**src/rtl/robo_pkg.sv**
```systemverilog
// Shared definitions for the grid robot: heading/action encodings, controller
// state enum and the heading rotation / move-code helpers.
package robo_pkg;

  // Heading encoding on orientacao (note E/S order differs from the action codes)
  localparam logic [2:0] ORI_N = 3'b001;
  localparam logic [2:0] ORI_W = 3'b010;
  localparam logic [2:0] ORI_E = 3'b011;
  localparam logic [2:0] ORI_S = 3'b100;

  localparam logic [2:0] ACT_NONE = 3'b000;
  localparam logic [2:0] ACT_N    = 3'b001;
  localparam logic [2:0] ACT_W    = 3'b010;
  localparam logic [2:0] ACT_S    = 3'b011;
  localparam logic [2:0] ACT_E    = 3'b100;

  localparam logic [2:0] TURN_LIMIT = 3'd4;

  typedef enum logic [2:0] {
    ST_IDLE  = 3'd0,
    ST_SENSE = 3'd1,
    ST_EVAL  = 3'd2,
    ST_MOVE  = 3'd3,
    ST_DONE  = 3'd4,
    ST_STUCK = 3'd5
  } robo_state_t;

  function automatic logic [2:0] rot_left(input logic [2:0] ori);
    case (ori)
      ORI_N:   return ORI_W;
      ORI_W:   return ORI_S;
      ORI_S:   return ORI_E;
      ORI_E:   return ORI_N;
      default: return ORI_N;
    endcase
  endfunction

  function automatic logic [2:0] rot_right(input logic [2:0] ori);
    case (ori)
      ORI_N:   return ORI_E;
      ORI_E:   return ORI_S;
      ORI_S:   return ORI_W;
      ORI_W:   return ORI_N;
      default: return ORI_N;
    endcase
  endfunction

  function automatic logic [2:0] ori2acao(input logic [2:0] ori);
    case (ori)
      ORI_N:   return ACT_N;
      ORI_W:   return ACT_W;
      ORI_S:   return ACT_S;
      ORI_E:   return ACT_E;
      default: return ACT_NONE;
    endcase
  endfunction

endpackage

```
**src/rtl/robo_controle.sv**
```systemverilog
// Left-hand wall-following controller: sense/evaluate/move loop over the map
// block's head/left obstacle bits, ending on goal, step budget or enclosure.
module robo_controle
  import robo_pkg::*;
#(
  parameter int         STEP_W      = 16,
  parameter int         MAX_STEPS   = 1000,
  parameter logic [2:0] INIT_ORIENT = 3'b001
) (
  input  logic              clockc1,
  input  logic              reset,
  input  logic              start,
  input  logic              goal,
  input  logic              head,
  input  logic              left,
  output logic [2:0]        acao,
  output logic [2:0]        orientacao,
  output logic              busy,
  output logic              done,
  output logic              timeout,
  output logic              stuck,
  output logic [STEP_W-1:0] step_count,
  output robo_state_t       dbg_state
);

  localparam logic [STEP_W-1:0] MAX_V  = STEP_W'(MAX_STEPS);
  localparam bit                TO_EN  = (MAX_STEPS != 0);

  robo_state_t       r_state;
  logic [2:0]        r_acao;
  logic [2:0]        r_ori;
  logic              r_busy;
  logic              r_done;
  logic              r_timeout;
  logic              r_stuck;
  logic [STEP_W-1:0] r_step;
  logic [2:0]        r_turns;

  robo_state_t       w_state_nx;
  logic [2:0]        w_acao_nx;
  logic [2:0]        w_ori_nx;
  logic              w_done_nx;
  logic              w_timeout_nx;
  logic              w_stuck_nx;
  logic [STEP_W-1:0] w_step_nx;
  logic [2:0]        w_turns_nx;
  logic              w_busy_nx;

  logic [2:0]        w_ori_left;
  logic [2:0]        w_ori_right;
  logic [2:0]        w_turns_inc;
  logic [STEP_W-1:0] w_step_inc;
  logic              w_to_hit;

  assign w_ori_left  = rot_left(r_ori);
  assign w_ori_right = rot_right(r_ori);
  assign w_turns_inc = r_turns + 3'd1;
  assign w_step_inc  = (&r_step) ? r_step : r_step + 1'b1;
  // A zero budget disables the timeout; only saturation bounds the count.
  assign w_to_hit    = TO_EN && (w_step_inc == MAX_V);

  always_comb begin
    w_state_nx   = r_state;
    w_acao_nx    = ACT_NONE;
    w_ori_nx     = r_ori;
    w_done_nx    = r_done;
    w_timeout_nx = r_timeout;
    w_stuck_nx   = r_stuck;
    w_step_nx    = r_step;
    w_turns_nx   = r_turns;
    case (r_state)
      ST_IDLE, ST_DONE, ST_STUCK: begin
        if (start) begin
          w_state_nx   = ST_SENSE;
          w_done_nx    = 1'b0;
          w_timeout_nx = 1'b0;
          w_stuck_nx   = 1'b0;
          w_step_nx    = '0;
          w_turns_nx   = 3'd0;
        end
      end
      ST_SENSE: w_state_nx = ST_EVAL;
      ST_EVAL: begin
        if (goal) begin
          w_state_nx = ST_DONE;
          w_done_nx  = 1'b1;
        end else if (!left) begin
          w_ori_nx   = w_ori_left;
          w_acao_nx  = ori2acao(w_ori_left);
          w_turns_nx = 3'd0;
          w_state_nx = ST_MOVE;
        end else if (!head) begin
          w_acao_nx  = ori2acao(r_ori);
          w_turns_nx = 3'd0;
          w_state_nx = ST_MOVE;
        end else begin
          w_ori_nx   = w_ori_right;
          w_turns_nx = w_turns_inc;
          if (w_turns_inc == TURN_LIMIT) begin
            w_state_nx = ST_STUCK;
            w_stuck_nx = 1'b1;
          end else begin
            w_state_nx = ST_SENSE;
          end
        end
      end
      ST_MOVE: begin
        // The step is committed on the edge that leaves MOVE.
        w_step_nx = w_step_inc;
        if (w_to_hit) begin
          w_state_nx   = ST_DONE;
          w_done_nx    = 1'b1;
          w_timeout_nx = 1'b1;
        end else begin
          w_state_nx = ST_SENSE;
        end
      end
      default: w_state_nx = ST_IDLE;
    endcase
    w_busy_nx = (w_state_nx == ST_SENSE) || (w_state_nx == ST_EVAL) ||
                (w_state_nx == ST_MOVE);
  end

  always_ff @(posedge clockc1 or negedge reset) begin
    if (!reset) begin
      r_state   <= ST_IDLE;
      r_acao    <= ACT_NONE;
      r_ori     <= INIT_ORIENT;
      r_busy    <= 1'b0;
      r_done    <= 1'b0;
      r_timeout <= 1'b0;
      r_stuck   <= 1'b0;
      r_step    <= '0;
      r_turns   <= 3'd0;
    end else begin
      r_state   <= w_state_nx;
      r_acao    <= w_acao_nx;
      r_ori     <= w_ori_nx;
      r_busy    <= w_busy_nx;
      r_done    <= w_done_nx;
      r_timeout <= w_timeout_nx;
      r_stuck   <= w_stuck_nx;
      r_step    <= w_step_nx;
      r_turns   <= w_turns_nx;
    end
  end

  assign acao       = r_acao;
  assign orientacao = r_ori;
  assign busy       = r_busy;
  assign done       = r_done;
  assign timeout    = r_timeout;
  assign stuck      = r_stuck;
  assign step_count = r_step;
  assign dbg_state  = r_state;

endmodule

```
**config.mk**
```make
export PLATFORM = sky130hd
export DESIGN_NAME = robo_controle
export DESIGN_NICKNAME = d
export VERILOG_FILES = /design/src/rtl/robo_pkg.sv /design/src/rtl/robo_controle.sv
export SDC_FILE = /design/constraint.sdc
export NUM_CORES = 1
export LEC_CHECK = 0
export ABC_CLOCK_PERIOD_IN_PS = 2890
export CAP_MARGIN = 25
export CORE_AREA = 2 2 66 68
export CTS_CLUSTER_SIZE = 30
export DETAILED_ROUTE_END_ITERATION = 8
export DIE_AREA = 0 0 68 70
export GPL_ROUTABILITY_DRIVEN = 0
export GPL_TIMING_DRIVEN = 1
export PLACE_DENSITY = 0.89
export SYNTH_ARGS = -nofsm -noshare
export SYNTH_HDL_FRONTEND = slang
export SYNTH_SLANG_ARGS = --single-unit
```
**constraint.sdc**
```tcl
create_clock -name clockc1 -period 2.89 [get_ports clockc1]
set_input_delay 0.578 -clock clockc1 [delete_from_list [all_inputs] [get_ports clockc1]]
set_output_delay 0.578 -clock clockc1 [all_outputs]
set_load 0.01 [all_outputs]
```
==> results_dict.tcl <==
set metrics [dict create \
    cts_max_path_buffers 2 \
    wl_per_cell_um 15.9 \
    worstMarginPinSlew_ps 734 \
    post-synth-top-count-cell "dfrtp_1" \
    power_leakage_nw 1.01 \
    ctsHoldBuffers 0 \
    reg2reg_from "step_count[0]$_DFFE_PN0P_" \
    syn_to_final_growth_pct 22.7 \
    ys_types 52 \
    min_period_ps 2500 \
    synth_fp_nets 248 \
    cts_tree "yes" \
    grt_first_pass_wirelength_mm 8.64 \
    crit_type "reg2reg" \
    layout_setup_ws_ps 386 \
    syn_avg_cell_area_um2 8.72 \
    ant_nets 0 \
    vdd.ir_drop.worst_mv 0.403 \
    ys_seq_elements 32 \
    synth.area.top_cells "dfrtp_1 (37%), nand2_1 (5.0%), o21ai_0 (5.0%), a21oi_1 (4.3%), nor2_1 (3.6%)" \
    ios 35 \
    path_max_fanout 10 \
    maxCapViolCount 0 \
    cp.arrival_ps 2670 \
    cp-start-kind "register" \
    rsz0062_at_grt "no" \
    startpoint "step_count[0]$_DFFE_PN0P_" \
    netlist.area_leader.share_pct 37.2 \
    worstSkewPairLatency_ps 290 \
    synth_ff_type "dfrtp_1" \
    cts_max_level 2 \
    finClkSkew_ps 11.8 \
    core_um2 4140 \
    hold_path.class "reg2reg" \
    wl_mm 5.12 \
    cp.required_ps 3060 \
    outcome "complete, no violations" \
    ys_seq_area_share_pct 38.5 \
    min_from "timeout$_DFFE_PN0P_" \
    cts_root_buf "clkbuf_8" \
    tns_ps 0 \
    synth-async-reset-ratio_pct 100 \
    dieArea_um2 4760 \
    cts_resized 0 \
    grt_pass1_vias 1832 \
    die_h_um 70 \
    yosys_warnings 0 \
    clkSinkCount 32 \
    firstDrtPassIters 5 \
    gr-total-overflow 0 \
    power.density_nw_per_um2 658 \
    slew_viol_final 0 \
    timing.final.crit_share_pct 86.6 \
    cp-end-kind "register" \
    dpl_worst_slack_ps 437 \
    drive_above_1_share_pct 9.26 \
    cts_setup_buffers 0 \
    synth_top_area_cell "dfrtp_1" \
    clkTransAtPathRegs_ps 70 \
    numCtsBuffers 5 \
    max_freq_mhz 399 \
    groute.usage.overall_pct 24.1 \
    route.detailed.drc 0 \
    max-slew-margin-rel_pct 51.1 \
    syn_inst 239 \
    grt_max_degree 33 \
    start_util_pct 50.3 \
    diodes 0 \
    hold_violations 0 \
    fillCellCount 372 \
    finalSetupViolations 0 \
    port_buffers 34 \
    antenna_found_initial 0 \
    routed_via_density 6.26 \
    die_w_um 68 \
    rows 24 \
    yosys-top-cells-count "dfrtp_1 (31), nand2_1 (28), o21ai_0 (21), nor2_1 (20), a21oi_1 (18)" \
    synth.cell_area_um2 2080 \
    final_nets 278 \
    dr.first_iter.drc_count 251 \
    synth_edf_count 0 \
    dpl.hpwl_mm 3.69 \
    vias 2017 \
]
-- worst max-delay path, cell delays in order, from the launching register on --
cell and delay (ps):
dfrtp_1 520, ha_1 350, nand3_2 210, nor4_4 500, a221oi_2 140, o22ai_2 230
nor4_4 90, a2111oi_2 320
-- layout by cell type, fill, tap and decap left out, types with 3 or more instances in the layout --
cell             synthesis  routed
a211oi_1                 3       3
a21oi_1                 18      18
a31oi_1                  4       4
and2_1                   3       3
clkbuf_8                 0       5
clkdlybuf4s50_1          0      34
dfrtp_1                 31      31
ha_1                     3       3
inv_1                    7       7
mux2i_1                  5       5
nand2_1                 28      28
nand2b_1                 5       5
nand3_1                 10      10
nand4_1                  6       6
nor2_1                  20      20
nor2b_1                  4       4
nor3_1                   6       6
nor4_2                   3       3
o21ai_0                 21      21
or3_1                    3       3
-- power breakdown --
group / switching (mW) / leakage (nW) / internal (mW)
registers: 0.141 / 0.429 / 0.525
logic: 0.315 / 0.520 / 0.277
clock network: 0.168 / 0.0552 / 0.256
total: 0.624 / 1.01 / 1.06
-- through the flow --
step	hold WS (ps)	power, mW	std cells	cell area [um^2]	util, %
6_report	482	1.68	322	2560	61.7
5_1_grt	520	1.79	322	2560	61.7
4_1_cts	490	1.70	322	2560	61.7
3_5_place_dp	474	1.26	314	2450	59.1
3_3_place_gp	463	1.24	314	2450	59.1
2_1_floorplan	282	1.02	239	2080	-
-- registers in the layout, summed over array words and instances (netlist names) --
| signal | cells |
|---|---|
| r_turns | 3 |
| stuck | 1 |
| acao | 3 |
| step_count | 16 |
| dbg_state | 3 |
| done | 1 |
| timeout | 1 |
| busy | 1 |
| orientacao | 3 |
-- path summary, 6_finish.rpt --
check / end / cells past startpoint / slack (ps)
min in group asynchronous: step_count[3]$_DFFE_PN0P_ / 2 / 670
worst min register to register: timeout$_DFFE_PN0P_ / 1 / 480
worst max-delay path: busy$_DFF_PN0_ / 7 / 390
worst max register to register: busy$_DFF_PN0_ / 7 / 390
worst min-delay path: timeout$_DFFE_PN0P_ / 1 / 480
max in group asynchronous: orientacao[0]$_DFFE_PN1P_ / 2 / 1870
-- metal layers --
layer	share of wire, %	global-route usage, %	routed length (um)	vias up
li1	-	-	-	950
met1	40	29.4	2050	979
met2	52	40.2	2670	80
met3	6.0	5.15	306	8
met4	1.8	10.0	92	0
met5	0	0	0	-
-- cell families (layout without fill, tap and decap cells) --
group	Yosys count	count (layout)	synth area share (%)
AOI/OAI and AO/OA	70	70	22.1
xor gates and xnor gates	2	2	0.840
adders and majority gates	3	3	1.80
buffers and inverters	21	52	4.08
DFF	32	32	38.5
muxes	6	6	2.94
and+or+nand+nor	105	105	29.8
-- cell type report --
| type | count | area (um^2) | area share [%] |
|---|---|---|---|
| tap | 52 | 65.1 | 2.54 |
| inverter | 8 | 30.0 | 1.17 |
| timing repair buffer | 36 | 355 | 13.9 |
| sequential | 32 | 802 | 31.4 |
| clock inverter | 2 | 35.0 | 1.37 |
| multi-input combinational | 186 | 1200 | 46.8 |
| clock buffer | 6 | 72.6 | 2.84 |
Power figures use the tool's default switching activity.
